<file path="src/rtl/ps2_host_tx.sv">
// PS/2 host-to-device transmitter: holds the clock low, issues request-to-send,
// shifts one command byte out on the keyboard's clock and checks the device ACK.
module ps2_host_tx #(
  parameter int CLK_HZ         = 100_000_000,
  parameter int INHIBIT_CYCLES = 10_000,
  parameter int SETUP_CYCLES   = 100,
  parameter int TIMEOUT_CYCLES = 2_000_000,
  parameter int FILTER_LEN     = 8
) (
  input  logic       clk,
  input  logic       rst,
  input  logic [7:0] tx_data,
  input  logic       tx_valid,
  output logic       tx_ready,
  output logic       tx_done,
  output logic       tx_err,
  output logic       rx_inhibit,
  input  logic       ps2c_in,
  input  logic       ps2d_in,
  output logic       ps2c_oe,
  output logic       ps2d_oe
);

  localparam int CNT_MAX = (TIMEOUT_CYCLES > INHIBIT_CYCLES)
                         ? ((TIMEOUT_CYCLES > SETUP_CYCLES) ? TIMEOUT_CYCLES : SETUP_CYCLES)
                         : ((INHIBIT_CYCLES > SETUP_CYCLES) ? INHIBIT_CYCLES : SETUP_CYCLES);
  localparam int CNT_W = $clog2(CNT_MAX + 1);
  localparam int FW    = $clog2(FILTER_LEN + 1);

  // The filter delay must stay well inside the keyboard's 5 us clock low phase.
  if (FILTER_LEN + 3 > CLK_HZ / 200_000) begin : g_filter_too_long
    $error("ps2_host_tx: FILTER_LEN too long for CLK_HZ");
  end

  typedef enum logic [2:0] {IDLE, INHIBIT, RTS, SHIFT, ACK, WAIT_IDLE} state_t;

  state_t           state, state_next;
  logic [1:0]       c_sync, d_sync;
  logic             c_filt;
  logic [FW-1:0]    filt_cnt;
  logic             filt_flip, c_fall;
  logic [CNT_W-1:0] cnt;
  logic [7:0]       data_q;
  logic             parity_q;
  logic [3:0]       bit_cnt;
  logic             ack_ok;
  logic             timed_out, bus_idle;
  logic             done_next, err_next, c_oe_next, d_oe_next;

  assign filt_flip = (c_sync[1] != c_filt) && (filt_cnt == FW'(FILTER_LEN - 1));
  assign c_fall    = filt_flip && c_filt;
  assign bus_idle  = c_filt && d_sync[1];
  assign timed_out = (state inside {SHIFT, ACK, WAIT_IDLE}) &&
                     (cnt == CNT_W'(TIMEOUT_CYCLES - 1));

  // Pin synchronizers and PS2C glitch filter; idle bus level is high.
  always_ff @(posedge clk) begin
    if (!rst) begin
      c_sync   <= 2'b11;
      d_sync   <= 2'b11;
      c_filt   <= 1'b1;
      filt_cnt <= '0;
    end else begin
      c_sync <= {c_sync[0], ps2c_in};
      d_sync <= {d_sync[0], ps2d_in};
      if (c_sync[1] == c_filt) begin
        filt_cnt <= '0;
      end else if (filt_flip) begin
        c_filt   <= c_sync[1];
        filt_cnt <= '0;
      end else begin
        filt_cnt <= filt_cnt + 1'b1;
      end
    end
  end

  always_ff @(posedge clk) begin
    if (!rst) begin
      state      <= IDLE;
      cnt        <= '0;
      data_q     <= '0;
      parity_q   <= 1'b0;
      bit_cnt    <= '0;
      ack_ok     <= 1'b0;
      tx_ready   <= 1'b1;
      tx_done    <= 1'b0;
      tx_err     <= 1'b0;
      rx_inhibit <= 1'b0;
      ps2c_oe    <= 1'b0;
      ps2d_oe    <= 1'b0;
    end else begin
      state      <= state_next;
      tx_ready   <= (state_next == IDLE);
      rx_inhibit <= (state_next != IDLE);
      tx_done    <= done_next;
      tx_err     <= err_next;
      ps2c_oe    <= c_oe_next;
      ps2d_oe    <= d_oe_next;
      // The timeout count spans SHIFT, ACK and WAIT_IDLE, so only phase starts clear it.
      if (state == IDLE || (state_next != state && state_next inside {INHIBIT, RTS, SHIFT})) begin
        cnt <= '0;
      end else begin
        cnt <= cnt + 1'b1;
      end
      if (state == IDLE && tx_valid) begin
        data_q   <= tx_data;
        parity_q <= ~^tx_data;
        bit_cnt  <= '0;
      end
      if (state == SHIFT && c_fall) begin
        bit_cnt <= bit_cnt + 1'b1;
      end
      if (state == ACK && c_fall) begin
        ack_ok <= ~d_sync[1];
      end
    end
  end

  always_comb begin
    state_next = state;
    case (state)
      IDLE:      if (tx_valid) state_next = INHIBIT;
      INHIBIT:   if (cnt == CNT_W'(INHIBIT_CYCLES - 1)) state_next = RTS;
      RTS:       if (cnt == CNT_W'(SETUP_CYCLES - 1)) state_next = SHIFT;
      SHIFT:     if (timed_out) state_next = IDLE;
                 else if (c_fall && bit_cnt == 4'd9) state_next = ACK;
      ACK:       if (timed_out) state_next = IDLE;
                 else if (c_fall) state_next = WAIT_IDLE;
      WAIT_IDLE: if (bus_idle || timed_out) state_next = IDLE;
      default:   state_next = IDLE;
    endcase
  end

  always_comb begin
    done_next = (state == WAIT_IDLE) && bus_idle && ack_ok;
    // A missing ACK is reported once; a later timeout in WAIT_IDLE stays silent.
    err_next  = (state == ACK && c_fall && d_sync[1] && !timed_out) ||
                (timed_out && !(state == WAIT_IDLE && (bus_idle || !ack_ok)));
    c_oe_next = state_next inside {INHIBIT, RTS};
    d_oe_next = 1'b0;
    case (state)
      INHIBIT: d_oe_next = (state_next == RTS);
      RTS:     d_oe_next = 1'b1;
      SHIFT: begin
        d_oe_next = ps2d_oe;
        if (c_fall) begin
          if (bit_cnt < 4'd8)       d_oe_next = ~data_q[bit_cnt[2:0]];
          else if (bit_cnt == 4'd8) d_oe_next = ~parity_q;
          else                      d_oe_next = 1'b0;
        end
      end
      default: d_oe_next = 1'b0;
    endcase
    if (state_next == IDLE) d_oe_next = 1'b0;
  end

endmodule

</file>
<file path="config.mk">
export PLATFORM = sky130hd
export DESIGN_NAME = ps2_host_tx
export DESIGN_NICKNAME = d
export VERILOG_FILES = /design/src/rtl/ps2_host_tx.sv
export SDC_FILE = /design/constraint.sdc
export NUM_CORES = 1
export LEC_CHECK = 0
export CORE_MARGIN = 2
export CORE_UTILIZATION = 55
export CTS_CLUSTER_SIZE = 14
export DETAILED_ROUTE_END_ITERATION = 12
export DONT_BUFFER_PORTS = 1
export HOLD_SLACK_MARGIN = 0.1
export PLACE_DENSITY = 0.73
export SKIP_LAST_GASP = 1
export SLEW_MARGIN = 20
export SYNTH_ARGS = -nofsm -noshare
export SYNTH_HDL_FRONTEND = slang
export SYNTH_SLANG_ARGS = --single-unit
export TNS_END_PERCENT = 20
</file>
<file path="constraint.sdc">
create_clock -name clk -period 1.9 [get_ports clk]
set_input_delay 0.57 -clock clk [delete_from_list [all_inputs] [get_ports clk]]
set_output_delay 0.57 -clock clk [all_outputs]
set_load 0.01 [all_outputs]
</file>
==> flow_summary.json, run 1 <==
{
  "grt_usage_pct": 22.7,
  "layout_commonest_cell": "dfxtp_1",
  "ys_types": 46,
  "ys_warn_count": 0,
  "crit_arrival_ps": 2060,
  "grt_first_pass_wirelength_mm": 9.08,
  "start_util_pct": 57.4,
  "cp-end-kind": "flop",
  "cts_root_buffer": "clkbuf_8",
  "worst_pin_slew_ps": 433,
  "synth_mux_area_share_pct": 1.80,
  "r2r-end": "ps2d_oe",
  "die_height_um": 71.4,
  "dpl-instance-area_sq_mm": 0.00271,
  "gp_congestion": 0.846,
  "reg2reg_slack_ps": 20,
  "via_per_inst": 5.70,
  "nFillCells": 367,
  "areaGrowthSynthToFinish_pct": 17.3,
  "grt_setup_unrepaired": "yes",
  "wl_mm": 5.48,
  "core_sq_mm": 0.00435,
  "report.final.slew_viol_count": 0,
  "power.density_mw_per_mm2": 741,
  "ios": 19,
  "synth_seq_area_share_pct": 42.5,
  "ant_nets": 0,
  "whs_endpoint": "c_sync[1]",
  "syn_area_sq_mm": 0.00250,
  "antenna_found_initial": 0,
  "final_cell_mix": "48 x dfxtp_1, 38 x nand2_1, 36 x nor2_1, 27 x buf_4",
  "critPathMaxFanout": 5,
  "cts.sinks": 53,
  "port_buffers": 0,
  "path_class": "flop to flop",
  "hold_viol_final": 0,
  "maxCapViolCount": 0,
  "skew_ps": 6.65,
  "min_from": "rst",
  "clk_latency_ps": 310,
  "cts_tree": "built",
  "cp_slowest_cell": "or4_4",
  "slowest_delay_ps": 560,
  "avgSynthCellArea_sq_um": 8.59,
  "synthXorXnorAreaFrac_pct": 9.11,
  "rows": 24,
  "hold_path.class": "input port to flop",
  "via_count": 2110,
  "synth_edf_count": 0,
  "routedWlPerCell_um": 14.8,
  "num_antenna_cells": 0,
  "drtIter0Drc": 129,
  "drive_above_1_share_pct": 17.9,
  "path_buf_inv": 0,
  "critical_path.cell_chain": "and4_4 -> o211ai_4 -> or4_4 -> a211oi_4 -> a311oi_2",
  "grt_max_degree": 20,
  "startpoint_type": "flop",
  "max_slew_margin_pct": 71.1,
  "drc": 0,
  "cp.required_ps": 2080,
  "fin_area_sq_mm": 0.00293,
  "period_share_pct": 98.9,
  "path_delay_family": "simple AND/OR/NAND/NOR gates",
  "multiInputGateArea_sq_mm": 0.00142,
  "synth_compound_area_share_pct": 10.6,
  "synth_top_family_by_area": "simple AND/OR/NAND/NOR gates",
  "dpl.cell_count": 358,
  "die_w_um": 71.4,
  "outcome": "finished, final reports clean",
  "holdWs_ps": 335,
  "cts.reportedPaths.clkPinSlew_ps": 90,
  "cts_hold_buf": 0,
  "cts_buffer_depth": 2,
  "min_period_ps": 1880,
  "dpl.hpwl_mm": 3.82,
  "grt_pass1_vias": 1966,
  "ys.flop_type": "dfxtp_1",
  "p_leak_nw": 1.05,
  "syn-instance-count": 291,
  "synth-simple-area-share_pct": 30.7,
  "setup_viol": 0,
  "fin_nets": 335,
  "reg2reg_depth": 5,
  "synth_fa_ha_area_share_pct": 2.50,
  "seqCellArea_sq_mm": 0.00107,
  "async_flop_share_pct": 0,
  "die_area_sq_mm": 0.00510,
  "h-tree-depth": 2,
  "dr.pass1.iters": 4,
  "syn-num-nets": 309,
  "overflow": 0,
  "numCtsBuffers": 5,
  "layout.cells.non_filler": 370,
  "crit-reg2reg-launch": "cnt[2]",
  "max-vdd-ir-drop_uv": 474,
  "hold_path_depth": 1,
  "ys_ff_latch": 53,
  "fmax_mhz": 532
}
registers in the layout, summed over array words and instances, names as in the netlist, 2 cells and up:
register,cells
c_sync,2
d_sync,2
state,3
cnt,21
filt_cnt,4
data_q,8
bit_cnt,4
through the flow:
| step | setup slack [ps] | TNS, ps | utilization, % | total power, mW |
|---|---|---|---|---|
| global placement | 68.9 | 0 | 62.2 | 1.30 |
| floorplan | 35.5 | 0 | - | 1.27 |
| detailed placement | -0.273 | -0.273 | 62.2 | 1.30 |
| CTS | 1.64 | 0 | 66.0 | 2.18 |
| finish | 20.8 | 0 | 67.3 | 2.17 |
| global route | -58.0 | -299 | 67.3 | 2.25 |
area by class of cell:
type	count	share of cell area (%)
inverters	8	1.02
well taps	52	2.22
multi-input cells	221	48.5
clock buffers	5	2.35
repair buffers	28	7.30
flip-flops and latches	53	36.4
clock inverters	3	2.22
cell usage after synthesis (all sizes together), types with 5 or more instances:
master | number | area share [%]
dfxtp | 53 | 42
nand2 | 38 | 5.7
nor2 | 36 | 5.4
a21oi | 18 | 3.6
xnor2 | 18 | 6.3
nand3 | 12 | 2.4
nand4 | 10 | 2.5
nor3 | 10 | 2.2
inv | 8 | 1.2
xor2 | 8 | 2.8
or3 | 7 | 1.8
clkbuf | 6 | 0.90
nand2b | 6 | 1.5
nor4 | 6 | 1.5
o21ai | 6 | 1.2
ha | 5 | 2.5
report_power, final:
part | switching [mW] | internal [mW]
sequential | 0.0181 | 1.14
combinational | 0.0679 | 0.0562
clock | 0.368 | 0.523
metal layers:
layer / track usage, % / up-vias / share of wire, %
met3: 5.63 / 7 / 6.2
met4: 6.29 / 0 / 0.93
li1: - / 1058 / -
met1: 31.0 / 980 / 46
met5: 0 / - / 0
met2: 36.0 / 65 / 47
what timing repair did:
item | 4_1_cts | 5_1_grt
pin swaps | 3 | 5
endpoints found under the setup margin | 1 | 14
gates resized for setup | 6 | 9
buffers inserted | 2 | 2
worst register-to-register path, cell delays in order, from the launching register on:
cell and delay [ps]:
dfxtp_1 360, and4_4 280, o211ai_4 90, or4_4 560, a211oi_4 320, a311oi_2 140
worst max-delay path by stage:
stage	from	endpoint	slack, ps	depth (start not counted)
global route	cnt[2]	ps2d_oe	-60	5
detailed placement	bit_cnt[0]	ps2d_oe	-0.3	7
global placement	cnt[0]	ps2d_oe	70	6
CTS	cnt[1]	ps2d_oe	2	6
finish	cnt[2]	ps2d_oe	20	5
floorplan	bit_cnt[1]	tx_ready	40	7
cell families (layout without fill, tap and decap cells):
logic type / after synthesis / after routing
flip-flops: 53 / 53
buffers and inverters: 17 / 44
adder cells (fa/ha/maj): 5 / 5
AND/OR/NAND/NOR: 149 / 149
AO/OA/AOI/OAI: 39 / 39
XOR/XNOR: 26 / 26
multiplexers: 2 / 2
(Power assumes the default switching activity.)
==> run 2, diff against run 1 <==
- ABC_AREA: unset -> 1
==> run 2 against run 1 <==
Compared with the run above: the run now ends with setup timing left; sequential cell count stayed put; final cell count rose by 36%; critical endpoint is now cnt[4]; clock power shrank 14%; total power fell by 1.5%; wire length rose by 18%; hold slack gained 23 ps; critical path type unchanged; global-route usage up 0.84 points; count of clock-buffer cells in the layout rose by 1; die area is 12% higher; combinational power rose by 69%; cell area up 18%; synthesized cell count increased by 37%.
==> flow_summary.json, run 2 <==
{
  "outcome": "finished with violations",
  "violations": "setup timing",
  "ant_nets": 0,
  "syn-num-nets": 416,
  "p_leak_nw": 1.35,
  "die_w_um": 75.7,
  "period_share_pct": 107,
  "largestRegisters": "cnt: 21 flops, data_q: 8 flops",
  "syn-instance-count": 398,
  "cts_tree": "built",
  "critPathMaxFanout": 4,
  "synth_seq_area_share_pct": 37.6,
  "postLayoutCoreUtil_pct": 68.8,
  "synth_common_cells": "64 x nand2_1, 57 x nor2_1, 53 x dfxtp_1, 53 x inv_1, 28 x nor2_2",
  "cts_buffer_depth": 2,
  "synth.most_common_cell": "nand2_1",
  "crit_arrival_ps": 2290,
  "min_period_ps": 2040,
  "cts.reportedPaths.clkPinSlew_ps": 100,
  "routedWlPerCell_um": 12.8,
  "cts.sinks": 53,
  "drive_above_1_share_pct": 29.4,
  "synth_fa_ha_area_share_pct": 2.21,
  "max-vdd-ir-drop_uv": 508,
  "synth-simple-area-share_pct": 35.7,
  "synth_top_family_by_area": "simple AND/OR/NAND/NOR gates",
  "switching_power_uw": 509,
  "synth_edf_count": 0,
  "die_area_sq_mm": 0.00573,
  "p_comb_share_pct": 9.8,
  "intPower_mw": 1.63,
  "numCtsBuffers": 5,
  "ys_warn_count": 0,
  "grt_first_pass_wirelength_mm": 10.4,
  "drtIter0Drc": 215,
  "layout_commonest_cell": "nand2_1",
  "gp_congestion": 1.02,
  "power.density_mw_per_mm2": 616,
  "switching_share_pct": 23.8,
  "fin_nets": 452,
  "hold_viol_final": 0,
  "cts_hold_buf": 0,
  "synth_mux_area_share_pct": 0,
  "async_flop_share_pct": 0,
  "num_antenna_cells": 0,
  "layout.cells.non_filler": 505,
  "port_buffers": 0,
  "largest_reg_flops": 21,
  "fmax_mhz": 491,
  "h-tree-depth": 2,
  "fin_ws_ps": -136,
  "areaGrowthSynthToFinish_pct": 22.9,
  "final_cell_mix": "58 x nand2_1, 52 x inv_1, 51 x nor2_1, 43 x dfxtp_1, 30 x buf_4",
  "path_class": "flop to flop",
  "hold_path.class": "input port to flop",
  "via_per_inst": 5.09,
  "rows": 26,
  "overflow": 0,
  "maxCapViolCount": 0,
  "worst_pin_slew_ps": 478,
  "start_util_pct": 56.0,
  "setup_viol": 22,
  "dpl.cell_count": 481,
  "dr.pass1.iters": 4,
  "cts_root_buffer": "clkbuf_8",
  "ios": 19,
  "clk_latency_ps": 310,
  "via_count": 2572,
  "skew_ps": 8.73,
  "grt_usage_pct": 23.5,
  "synthXorXnorAreaFrac_pct": 7.44,
  "grt_pass1_vias": 2388,
  "drc": 0,
  "clockPowerShare_pct": 35.9,
  "synth_area_leaders": "dfxtp_1 38%, nand2_1 8.5%, nor2_1 7.6%",
  "wl_mm": 6.47,
  "avgSynthCellArea_sq_um": 7.10,
  "grt_max_degree": 18,
  "synth_compound_area_share_pct": 7.62,
  "dpl.hpwl_mm": 4.35,
  "ys_ff_latch": 53,
  "startpoint_type": "flop",
  "cp-end-kind": "flop",
  "cp.required_ps": 2150,
  "grt_setup_unrepaired": "yes",
  "largest_register": "cnt",
  "ys.flop_type": "dfxtp_1",
  "ys_types": 33,
  "core_sq_mm": 0.00504,
  "power_frac_seq_pct": 54.3,
  "syn_area_sq_mm": 0.00283,
  "die_height_um": 75.7,
  "synth_area_leader_cell": "dfxtp_1",
  "report.final.slew_viol_count": 0,
  "holdWs_ps": 358,
  "max_slew_margin_pct": 68.1,
  "synth.top_cell.area_share_pct": 37.6,
  "antenna_found_initial": 0
}
run 2: area by class of cell:
class	count	area [sq um]
multi-input cells	278	1640
inverters	62	238
repair buffers	34	318
well taps	70	87.6
flip-flops and latches	53	1070
clock buffers	6	72.6
fillers	397	1570
clock inverters	2	38.8
run 2: critical path, cell delays in order, from the launching register on:
cell and delay, ps:
dfxtp_2 370, ha_4 160, inv_4 50, nor2_4 150, nand2_2 70, nor2_1 100
nand3_1 130, nand2_2 140, nand3_4 90, o21ai_2 150, nand3_2 110, nand2_4 100
nand2_8 90, clkbuf_16 190, nor2_4 70
run 2: what timing repair did:
action                     4_1_cts  5_1_grt
cloned                           1        1
resized for setup               21       27
setup endpoints to repair       21       25
buffers inserted                10        4
pin swaps                        7       10
run 2: power groups by stage:
stage               combinational, mW  sequential [mW]  clock, mW
CTS                             0.180             1.16      0.779
global route                    0.226             1.17      0.831
global placement                0.153             1.19          0
detailed placement              0.156             1.19          0
floorplan                       0.117             1.18          0
finish                          0.209             1.16      0.768
run 2: path summary, 6_finish.rpt:
check | from | end | slack [ps] | cells after the start
max reg2reg | cnt[1] | cnt[4] | -140 | 14
min | ps2c_in | c_sync[0] | 360 | 1
max | cnt[1] | cnt[4] | -140 | 14
min reg2reg | d_sync[0] | d_sync[1] | 420 | 1
run 2: cell families (layout without fill, tap and decap cells):
kind of cell | Yosys count | count (layout)
AOI/OAI and AO/OA | 40 | 40
DFF | 53 | 53
adders and majority gates | 5 | 5
and+or+nand+nor | 209 | 209
xor gates and xnor gates | 24 | 24
buffers and inverters | 67 | 104
run 2: metrics by stage:
stage	TNS (ps)	setup slack (ps)	instance area (sq um)	total power, mW
2_1_floorplan	0	133	2830	1.30
3_3_place_gp	0	19.1	3040	1.34
3_5_place_dp	-559	-46.4	3040	1.34
4_1_cts	-222	-38.1	3320	2.12
5_1_grt	-3980	-196	3470	2.22
6_report	-2350	-136	3470	2.14
run 2: per-layer routing:
layer / wire length, um / up-vias / GRT usage [%]
met5: 0 / - / 0
met3: 312 / 16 / 5.16
met4: 134 / 0 / 7.41
li1: - / 1313 / -
met2: 3040 / 70 / 37.1
met1: 2980 / 1173 / 32.2
==> run 3, diff against run 2 <==
- CTS_CLUSTER_SIZE: 14 -> 10
==> results of run 3 <==
No change in the layout: final DEF, timing and power equal those of run 2.
